==> src/rtl/chacha_pkg.sv <==
// Shared widths and FSM state encoding for the ChaCha keystream XOR datapath.
package chacha_pkg;

  localparam int unsigned KEY_W       = 256;
  localparam int unsigned NONCE_W     = 96;
  localparam int unsigned CTR_W       = 32;
  localparam int unsigned BLOCK_BYTES = 64;

  typedef enum logic [2:0] {
    StIdle,
    StReq,
    StWait,
    StFill,
    StXor,
    StErr
  } state_e;

endpackage

==> src/rtl/chacha_ks_buffer.sv <==
// One keystream block held as a byte-wide register file; synchronous write, combinational read.
module chacha_ks_buffer #(
  parameter int unsigned BLOCK_BYTES = 64,
  localparam int unsigned PTR_W = $clog2(BLOCK_BYTES)
) (
  input  logic             i_clk,
  input  logic             i_we,
  input  logic [PTR_W-1:0] i_wr_ptr,
  input  logic [7:0]       i_wr_data,
  input  logic [PTR_W-1:0] i_rd_ptr,
  output logic [7:0]       o_rd_data
);

  // Contents are don't-care after reset, so the array carries no reset.
  logic [7:0] r_mem [BLOCK_BYTES];

  // Capture one keystream byte per enabled cycle.
  always_ff @(posedge i_clk) begin
    if (i_we) begin
      r_mem[i_wr_ptr] <= i_wr_data;
    end
  end

  assign o_rd_data = r_mem[i_rd_ptr];

endmodule

==> src/rtl/chacha_stream_xor.sv <==
// Byte-stream cipher front end: buffers one ChaCha keystream block at a time and XORs it
// with a valid/ready byte stream, advancing the block counter between blocks.
module chacha_stream_xor
  import chacha_pkg::*;
#(
  parameter int unsigned BLOCK_BYTES = chacha_pkg::BLOCK_BYTES
) (
  input  logic               clk_i,
  input  logic               rst_i,
  input  logic               cfg_valid_i,
  output logic               cfg_ready_o,
  input  logic [KEY_W-1:0]   key_i,
  input  logic [NONCE_W-1:0] nonce_i,
  input  logic [CTR_W-1:0]   counter_i,
  output logic [KEY_W-1:0]   blk_key_o,
  output logic [NONCE_W-1:0] blk_nonce_o,
  output logic [CTR_W-1:0]   blk_counter_o,
  output logic               blk_start_o,
  input  logic               blk_ready_i,
  input  logic               blk_done_i,
  input  logic [7:0]         blk_keystream_i,
  input  logic [7:0]         s_data_i,
  input  logic               s_valid_i,
  input  logic               s_last_i,
  output logic               s_ready_o,
  output logic [7:0]         m_data_o,
  output logic               m_valid_o,
  output logic               m_last_o,
  input  logic               m_ready_i,
  output logic               busy_o,
  output logic               err_o
);

  localparam int unsigned PTR_W = $clog2(BLOCK_BYTES);
  localparam logic [PTR_W-1:0] LastPtr = PTR_W'(BLOCK_BYTES - 1);

  state_e             r_state;
  logic [KEY_W-1:0]   r_key;
  logic [NONCE_W-1:0] r_nonce;
  logic [CTR_W-1:0]   r_counter;
  logic               r_start;
  logic [PTR_W-1:0]   r_wr_ptr;
  logic [PTR_W-1:0]   r_rd_ptr;
  logic [7:0]         r_m_data;
  logic               r_m_valid;
  logic               r_m_last;

  logic               w_buf_we;
  logic [PTR_W-1:0]   w_buf_waddr;
  logic [7:0]         w_ks_byte;
  logic               w_in_hs;
  logic               w_out_hs;

  // Byte 0 arrives with done (WAIT); bytes 1..N-1 follow back to back (FILL).
  assign w_buf_we    = ((r_state == StWait) && blk_done_i) || (r_state == StFill);
  assign w_buf_waddr = (r_state == StFill) ? r_wr_ptr : '0;

  chacha_ks_buffer #(
    .BLOCK_BYTES (BLOCK_BYTES)
  ) u_ks_buffer (
    .i_clk     (clk_i),
    .i_we      (w_buf_we),
    .i_wr_ptr  (w_buf_waddr),
    .i_wr_data (blk_keystream_i),
    .i_rd_ptr  (r_rd_ptr),
    .o_rd_data (w_ks_byte)
  );

  assign s_ready_o   = (r_state == StXor) && (!r_m_valid || m_ready_i);
  assign cfg_ready_o = (r_state == StIdle) && !r_m_valid;
  assign w_in_hs     = s_valid_i && s_ready_o;
  assign w_out_hs    = r_m_valid && m_ready_i;

  assign blk_key_o     = r_key;
  assign blk_nonce_o   = r_nonce;
  assign blk_counter_o = r_counter;
  assign blk_start_o   = r_start;
  assign m_data_o      = r_m_data;
  assign m_valid_o     = r_m_valid;
  assign m_last_o      = r_m_last;
  assign busy_o        = (r_state != StIdle);
  assign err_o         = (r_state == StErr);

  // Control FSM together with config, counter, pointers and the output register.
  always_ff @(posedge clk_i or negedge rst_i) begin
    if (!rst_i) begin
      r_state   <= StIdle;
      r_key     <= '0;
      r_nonce   <= '0;
      r_counter <= '0;
      r_start   <= 1'b0;
      r_wr_ptr  <= '0;
      r_rd_ptr  <= '0;
      r_m_data  <= '0;
      r_m_valid <= 1'b0;
      r_m_last  <= 1'b0;
    end else begin
      r_start <= 1'b0;
      // Drain can happen in any state; a new input handshake below overrides it.
      if (w_out_hs) begin
        r_m_valid <= 1'b0;
      end
      unique case (r_state)
        StIdle: begin
          if (cfg_valid_i && cfg_ready_o) begin
            r_key     <= key_i;
            r_nonce   <= nonce_i;
            r_counter <= counter_i;
            r_state   <= StReq;
          end
        end
        StReq: begin
          if (blk_ready_i) begin
            r_start <= 1'b1;
            r_state <= StWait;
          end
        end
        StWait: begin
          if (blk_done_i) begin
            r_wr_ptr <= PTR_W'(1);
            r_state  <= StFill;
          end
        end
        StFill: begin
          r_wr_ptr <= r_wr_ptr + PTR_W'(1);
          if (r_wr_ptr == LastPtr) begin
            r_rd_ptr <= '0;
            r_state  <= StXor;
          end
        end
        StXor: begin
          if (w_in_hs) begin
            r_m_data  <= s_data_i ^ w_ks_byte;
            r_m_last  <= s_last_i;
            r_m_valid <= 1'b1;
            r_rd_ptr  <= r_rd_ptr + PTR_W'(1);
            // Last wins over block exhaustion: leftover keystream is simply dropped.
            if (s_last_i) begin
              r_state <= StIdle;
            end else if (r_rd_ptr == LastPtr) begin
              if (r_counter == '1) begin
                r_state <= StErr;
              end else begin
                r_counter <= r_counter + CTR_W'(1);
                r_state   <= StReq;
              end
            end
          end
        end
        StErr: begin
          r_state <= StErr;
        end
        default: begin
          r_state <= StIdle;
        end
      endcase
    end
  end

endmodule

==> config.mk <==
export PLATFORM = sky130hd
export DESIGN_NAME = chacha_stream_xor
export DESIGN_NICKNAME = d
export VERILOG_FILES = /design/src/rtl/chacha_pkg.sv /design/src/rtl/chacha_ks_buffer.sv /design/src/rtl/chacha_stream_xor.sv
export SDC_FILE = /design/constraint.sdc
export NUM_CORES = 1
export LEC_CHECK = 0
export CAP_MARGIN = 20
export CORE_AREA = 2 2 318 320
export DETAILED_ROUTE_END_ITERATION = 8
export DIE_AREA = 0 0 320 322
export PLACE_DENSITY = 0.73
export RECOVER_POWER = 25
export SYNTH_ARGS = -nofsm -noshare
export SYNTH_HDL_FRONTEND = slang
export SYNTH_SLANG_ARGS = --single-unit
==> constraint.sdc <==
create_clock -name clk_i -period 5.97 [get_ports clk_i]
set_input_delay 0.597 -clock clk_i [delete_from_list [all_inputs] [get_ports clk_i]]
set_output_delay 0.597 -clock clk_i [all_outputs]
set_load 0.01 [all_outputs]
=== Word-level counts from Yosys, hierarchy flattened ===
Memories as Yosys holds them, arrays and structs flattened.
Index checks and enable logic that the tools add are counted.

* Output and inout port bits: 399
* Logic and storage cells: 80
* Bits in writable memories: 512
* Memories: 1
* Bits of input ports: 408
* Register bits after elaboration: 410

* Equality and inequality tests: 17
* Reduce and logical (&&, ||, !) cells: 20
* Muxes and demuxes: 28
* Bitwise operators: 1
* Add/sub/neg operators: 3

{| class="wikitable"
|+ Memories
! memory !! words !! bits a word !! rd ports !! clocked after memory_dff !! wr ports !! RTL line !! text
|-
| u_ks_buffer.r_mem || 64 || 8 || 1 || 0 || 1 || chacha_ks_buffer.sv:15 || <nowiki>logic [7:0] r_mem [BLOCK_BYTES];</nowiki>
|}

{| class="wikitable"
|+ Operators with widths
! operator !! number
|-
| 32-bit two-way mux || 5
|-
| 32-bit one-hot mux with 2 select lines || 1
|-
| 32-bit by 1-bit adder with 32-bit output, second input constant || 1
|-
| 32-bit == test, second input constant || 1
|-
| 3-bit two-way mux || 8
|-
| 6-bit two-way mux || 4
|-
| 6-bit one-hot mux with 2 select lines || 2
|-
| 3-bit one-hot mux with 6 select lines || 1
|-
| 6-bit by 1-bit adder with 6-bit output, second input constant || 2
|-
| 6-bit == test, second input constant || 2
|-
| 6-bit AND reduction || 2
|-
| 2-bit inequality test, second input constant || 5
|-
| 8-bit bitwise XOR || 1
|-
| 1-bit two-way mux || 7
|-
| 3-bit by 2-bit == test with 1-bit output, second input constant || 2
|-
| 3-bit == test, second input constant || 2
|-
| 1-bit logical AND || 6
|-
| 2-bit by 1-bit inequality test with 1-bit output, second input constant || 3
|-
| 2-bit AND reduction || 3
|-
| 2-bit nonzero test || 3
|-
| 3-bit by 1-bit == test with 1-bit output, second input constant || 1
|-
| 3-bit zero test || 1
|-
| 3-bit by 2-bit inequality test with 1-bit output, second input constant || 1
|-
| 3-bit AND reduction || 1
|-
| other kinds (3) || 4
|}

=== Logic depth before layout (Yosys ltp) ===
* Word-level depth: 6
* Gate-level depth with buffers: 10

=== Cells and area by module ===
From an unflattened synthesis, not the netlist that was laid out.

* Cell total of the unflattened synthesis: 2073
* Area total of the unflattened synthesis: 36371.1 sq um

{| class="wikitable"
|+ By module, submodules not included
! module !! cells each !! instances !! area each (sq um) !! seq. area each (sq um)
|-
| chacha_ks_buffer || 932 || 1 || 20006.7 || 15374.7
|-
| chacha_stream_xor || 1141 || 1 || 16364.4 || 10259.8
|}

=== Worst setup path before layout ===
OpenSTA, ideal clock, no wires.

* Path type: register to register
* From: reg r_state[1]
* To: mem u_ks_buffer.r_mem[53][0] (enable)
* Library setup time: 370 ps
* Slack: 3761 ps
* Clock period less this slack: 2209 ps
* Stages on the path, launching flop included: 7
* Arrival time: 1839 ps
* Data required time: 5600 ps
* Cell sequence: dfrtp_1 buf_2 nor2b_1 and2_1 clkbuf_1 nand4b_1 nor2_1

* Longest elaborated chain between the ends: 5

{| class="wikitable"
|+ Ends and longest elaborated chain
! what !! RTL line !! text
|-
| from (decl) || chacha_stream_xor.sv:37 || <nowiki>state_e r_state;</nowiki>
|-
| from (signal assigned) || chacha_stream_xor.sv:87 || <nowiki>r_state <= StIdle;</nowiki>
|-
| from (signal assigned) || chacha_stream_xor.sv:109 || <nowiki>r_state <= StReq;</nowiki>
|-
| from (signal assigned) || chacha_stream_xor.sv:115 || <nowiki>r_state <= StWait;</nowiki>
|-
| 3-bit by 2-bit == test with 1-bit output || chacha_stream_xor.sv:55 || <nowiki>assign w_buf_we = ((r_state == StWait) && blk_done_i) || (r_state == StFill);</nowiki>
|-
| 1-bit logical AND || chacha_stream_xor.sv:55 ||
|-
| 1-bit logical OR || chacha_stream_xor.sv:55 ||
|-
| 1-bit two-way mux || chacha_ks_buffer.sv:19 || <nowiki>if (i_we) begin</nowiki>
|-
| 1-bit two-way mux (not written as such) || chacha_ks_buffer.sv:20 || <nowiki>r_mem[i_wr_ptr] <= i_wr_data;</nowiki>
|-
| to (decl) || chacha_ks_buffer.sv:15 ||
|}

Several ways; a longest one is shown, not always the timed one.

=== Worst setup path after layout ===
* From: reg r_state[2]
* To: out s_ready_o

* Longest elaborated chain between the ends: 2

{| class="wikitable"
|+ Ends and longest elaborated chain
! what !! RTL line !! text
|-
| 3-bit == test || chacha_stream_xor.sv:69 || <nowiki>assign s_ready_o = (r_state == StXor) && (!r_m_valid || m_ready_i);</nowiki>
|-
| 1-bit logical AND || chacha_stream_xor.sv:69 ||
|-
| to (decl) || chacha_stream_xor.sv:25 || <nowiki>output logic s_ready_o,</nowiki>
|}

No other way between the ends.

==> results.md <==
Outcome:
- The run finished, with violations left.
- The final reports fail on capacitance limit, slew limit.

CTS:
- The clock-pin transition on the worst setup and hold timing paths is 0.06 ns.
- The clock latency of the later-clocked register in the worst-skew pair is slightly above 0.7 ns.
- The number of gates resized after CTS was 0.
- Buffers inserted to repair hold after CTS numbered 1.
- The clock passes through at most 3 buffers.
- The number of buffers created by CTS is 98.
- In this run the post-CTS setup repair buffer count came out at 0.
- The TritonCTS clock tree is yes.
- The root buffer cell is sky130_fd_sc_hd__clkbuf_16.
- The total number of H-tree levels is 3.
- The tree built by TritonCTS fans out to 922 sinks.

Setup path:
- Counting buffers and inverters, the worst setup path is 4 cells deep.
- The kind of launch point of the worst setup path is a register.
- In this run the critical register-to-register path is launched from r_state[2].
- The cell type of the slowest stage on the worst timing path is sky130_fd_sc_hd__dfrtp_1.
- The most critical setup path has its startpoint at r_state[2].
- The end of the worst register-to-register path is r_state[0].
- The setup path with the least slack is of type register to output pin.
- At the worst endpoint, the arrival time is 3.27 ns.
- The required time of the critical path is 5.37 ns.
- Counting both buffers and inverters, the worst setup path holds a total of 2.
- The largest stage delay on the critical path is 0.72 ns.
- Measured in cells, the most critical reg-to-reg path has a length of 7.
- The kind of cell adding the most delay to the critical path is buffers and inverters.
- The highest net fanout along the worst path is between 60 and 70.
- STA classifies the critical path endpoint as an output pin.
- Following the worst setup path forward leads to its endpoint at s_ready_o.
- The signal on the critical path passes through nor3b_2 > buf_4 > and2_1 > clkdlybuf4s50_1.
- The setup check on the worst reg-to-reg path leaves a slack of 2.33 ns.

Logic synthesis:
- The share of synthesized cell area in and, or, nand and nor gates is 4.53%.
- In this run, synthesis produced a sequential element count of 922.
- Dividing the synthesized area by the synthesized cell count gives 16.1 um2.
- Yosys printed 0 warnings.
- Of the total synthesized cell area, the portion taken by XOR and XNOR cells is 0.0475%.
- The share of the synthesized area in compound gates (AO/OA/AOI/OAI) is 5.55%.
- The net count of the mapped netlist is 2697.
- The share of synthesized area occupied by flip-flops and latches is a little over two thirds.
- The number of flops mapped to enable cells by yosys is 512.
- Multiplexer cells account for between 10% and 20% of the synthesized area.
- After Yosys synthesis, full adders, half adders and majority gates account for 0.102% of the synthesized area.
- The synthesized netlist contains 68 unique library cells.
- The combinational family with the most area after synthesis is multiplexers.
- In this run the cell area of the synthesized design comes to between 30000 and 40000 um2.
- Counting flops with an async set or reset pin after synthesis yields a share of between 40% and 50%.
- In the synthesized netlist the dominant register cell turns out to be sky130_fd_sc_hd__edfxtp_1.
- The number of instances in the synthesized netlist is 2286.

Timing:
- The final critical delay including setup and external delays is 3.87 ns.
- For the final database, setup skew stands at 0.0555 ns.
- Setup repair after global routing left no endpoint under its margin.
- The transition at the pin with the smallest max-transition slack is 3.28 ns.
- Timing would allow up to around 260 MHz.
- The worst pin sits at a relative slew slack of -119%.
- Setup violations remaining at the end of the flow were counted as 0.
- Final hold analysis gives a worst-case slack of slightly above 0.5 ns.
- The number of hold violations in the final report came to 0.
- The final critical-path share of the clock period is 64.8%.
- Setup total negative slack on the finished layout was measured at 0 ns.
- The max-slew violation total from the final report was about 500.

Finish:
- The area of combinational cells with multiple inputs is 10500 um2.
- The flip-flop and latch area is 25600 um2.
- For this run, the post-layout net count is 3503.
- The final cell count without fillers is about 4.5k.
- The number of fillers in the final layout is 8477.
- The area added between synthesis and finish is 34.1%.
- The share of layout cells above drive strength 1 is 19.0%.

Floorplanning:
- The die outline area is between 100000 and 150000 um2.
- Measured along the x axis, the die boundary spans 320 um.
- The cell row count is 116.
- The die height is approximately 320 um.
- Once the floorplan was initialized, standard cells occupied 37.1% of the core.
- The core region is 99600 um2.
- In this run the count of I/O pins placed on the die edge is 807.

Drt:
- The final wirelength is 154000 um.
- The routed layout has 24.8k vias.
- After detailed routing, the number of remaining DRC violations is 0.
- The detailed router finished its first iteration with ~3.1k violations.
- The number of routed nets with antenna violations is 0.
- The final routed wire length divided by cell count is 34.2 um.
- The total iterations of the first detailed-routing run is 6.
- The average via count per standard cell is 5.50.

Placement:
- The HPWL after detailed placement is between 100000 and 150000 um.
- The routability congestion estimate from global placement is 1.01.
- The number of placed instances, taps included, is 4285.
- Buffers placed on the I/O ports in this run total 806.

Global route:
- The total grt overflow is 0.
- The initial antenna violation count came to 110.
- Across every metal layer, demand over resource in global routing totals 29.1%.
- Entering global routing, the biggest net connects 169 pins.
- The global-route wire length before repair is 205000 um.
- The number of global-route vias before repair is 23.7k.

Run:
- Across the run, the number of max-cap violations was 9.

Worst hold path:
- In this run the worst hold path is classified as register to register.

Pwr:
- VDD sags by at most 0.303 mV.
- Overall power consumption after layout is estimated at between 20 and 25 mW.
- The leakage power total is ~18 nW.
- The cell area power density is roughly 500 nW/um2.
[layout by cell type (no fill, tap or decap), drive strengths merged, types with 33 or more instances in the layout]
| cell | synthesis | routed |
|---|---|---|
| mux2 | 352 | 352 |
| edfxtp | 512 | 512 |
| mux2i | 192 | 192 |
| clkinv | 0 | 35 |
| o22ai | 33 | 33 |
| nor2 | 120 | 120 |
| a21oi | 49 | 49 |
| o21ai | 63 | 63 |
| clkdlybuf4s50 | 0 | 797 |
| nand3 | 51 | 51 |
| dfrtp | 410 | 410 |
| clkbuf | 36 | 132 |
| a22oi | 43 | 43 |
| nand2 | 98 | 98 |
| mux4 | 36 | 36 |
| diode | 0 | 41 |
[report_power, final]
group | switching [mW] | internal (mW)
clock network | 2.73 | 3.54
registers | 1.18 | 8.20
logic | 4.52 | 4.68
total | 8.43 | 16.4
[metrics by stage]
step,cell area [um2],worst slack (ns),util [%]
floorplan,36900,3.76,-
global placement,46100,2.56,46.3
detailed placement,46100,2.45,46.3
CTS,49400,2.16,49.6
global route,49400,2.01,49.7
finish,49500,2.10,49.7
[per-layer routing]
layer | share of wire [%] | wire length (um) | GRT usage [%] | vias up
met4 | 3.2 | 4880 | 9.50 | 56
li1 | - | - | - | 10417
met2 | 40 | 61700 | 38.8 | 1420
met3 | 15 | 23500 | 14.6 | 292
met5 | 0.36 | 558 | 1.18 | -
met1 | 41 | 63600 | 40.7 | 12653
[layout make-up]
cell class / instances / area share (%)
inverter: 9 / 0.0683
sequential: 922 / 51.8
clock buffer: 119 / 5.28
multi-input combinational: 1227 / 21.3
tap: 1298 / 3.28
antenna: 41 / 0.207
clock inverter: 62 / 1.39
timing repair buffer: 834 / 16.7
[logic make-up after synthesis]
family / after synthesis
AO/OA/AOI/OAI: 291
XOR/XNOR: 2
adder cells (fa/ha/maj): 3
buffers and inverters: 137
flip-flops: 922
multiplexers: 580
AND/OR/NAND/NOR: 351
[worst min path at each step]
stage	start	slack [ns]	cells after the start	end
finish	blk_key_o[28]	0.50	1	blk_key_o[28]
global route	key_i[145]	0.50	2	blk_key_o[145]
CTS	key_i[163]	0.46	2	blk_key_o[163]
detailed placement	blk_key_o[185]	0.49	1	blk_key_o[185]
global placement	blk_key_o[236]	0.49	1	blk_key_o[236]
floorplan	rst_i	0.30	0	blk_counter_o[0]
[flip-flops by register name, indices dropped and copies added (netlist names)]
name and flops:
blk_start_o 1, m_valid_o 1, m_last_o 1, blk_key_o 256
blk_counter_o 32, r_wr_ptr 6, blk_nonce_o 96, r_rd_ptr 6
u_ks_buffer.r_mem 512, m_data_o 8, r_state 3
[cell usage after synthesis, types with 6 or more instances]
cell                        instances  area, um2
sky130_fd_sc_hd__nand4_1            6       37.5
sky130_fd_sc_hd__nand3_1           50        250
sky130_fd_sc_hd__buf_2             35        175
sky130_fd_sc_hd__inv_1              9       33.8
sky130_fd_sc_hd__o221ai_1           8       70.1
sky130_fd_sc_hd__nand2_1           98        368
sky130_fd_sc_hd__o2111ai_1          8       70.1
sky130_fd_sc_hd__o21ai_1            9       45.0
sky130_fd_sc_hd__mux4_2            36        811
sky130_fd_sc_hd__o31ai_1           10       75.1
sky130_fd_sc_hd__edfxtp_1         512      15400
sky130_fd_sc_hd__a22oi_1           43        323
sky130_fd_sc_hd__dfrtp_1          410      10300
sky130_fd_sc_hd__buf_4             41        308
sky130_fd_sc_hd__mux2_2           352       3960
sky130_fd_sc_hd__o22ai_1           32        200
sky130_fd_sc_hd__o211ai_1          16        120
sky130_fd_sc_hd__nor3_1             6       30.0
sky130_fd_sc_hd__mux2i_1          192       1920
sky130_fd_sc_hd__nor2_1           120        450
sky130_fd_sc_hd__a31oi_1            9       56.3
sky130_fd_sc_hd__a2bb2oi_1         10       87.6
sky130_fd_sc_hd__o21ai_0           54        270
sky130_fd_sc_hd__nand2b_1           8       50.1
sky130_fd_sc_hd__a2bb2oi_2          8        120
sky130_fd_sc_hd__buf_6             12        135
sky130_fd_sc_hd__a21oi_1           38        190
sky130_fd_sc_hd__o311a_1            8       80.1
sky130_fd_sc_hd__a21oi_2           11       96.3
sky130_fd_sc_hd__and3_1            10       62.6
sky130_fd_sc_hd__nor2b_1            6       37.5
sky130_fd_sc_hd__clkbuf_1          35        131
sky130_fd_sc_hd__and2_1            16        100
No activity file was read; power rests on OpenSTA's default activity.
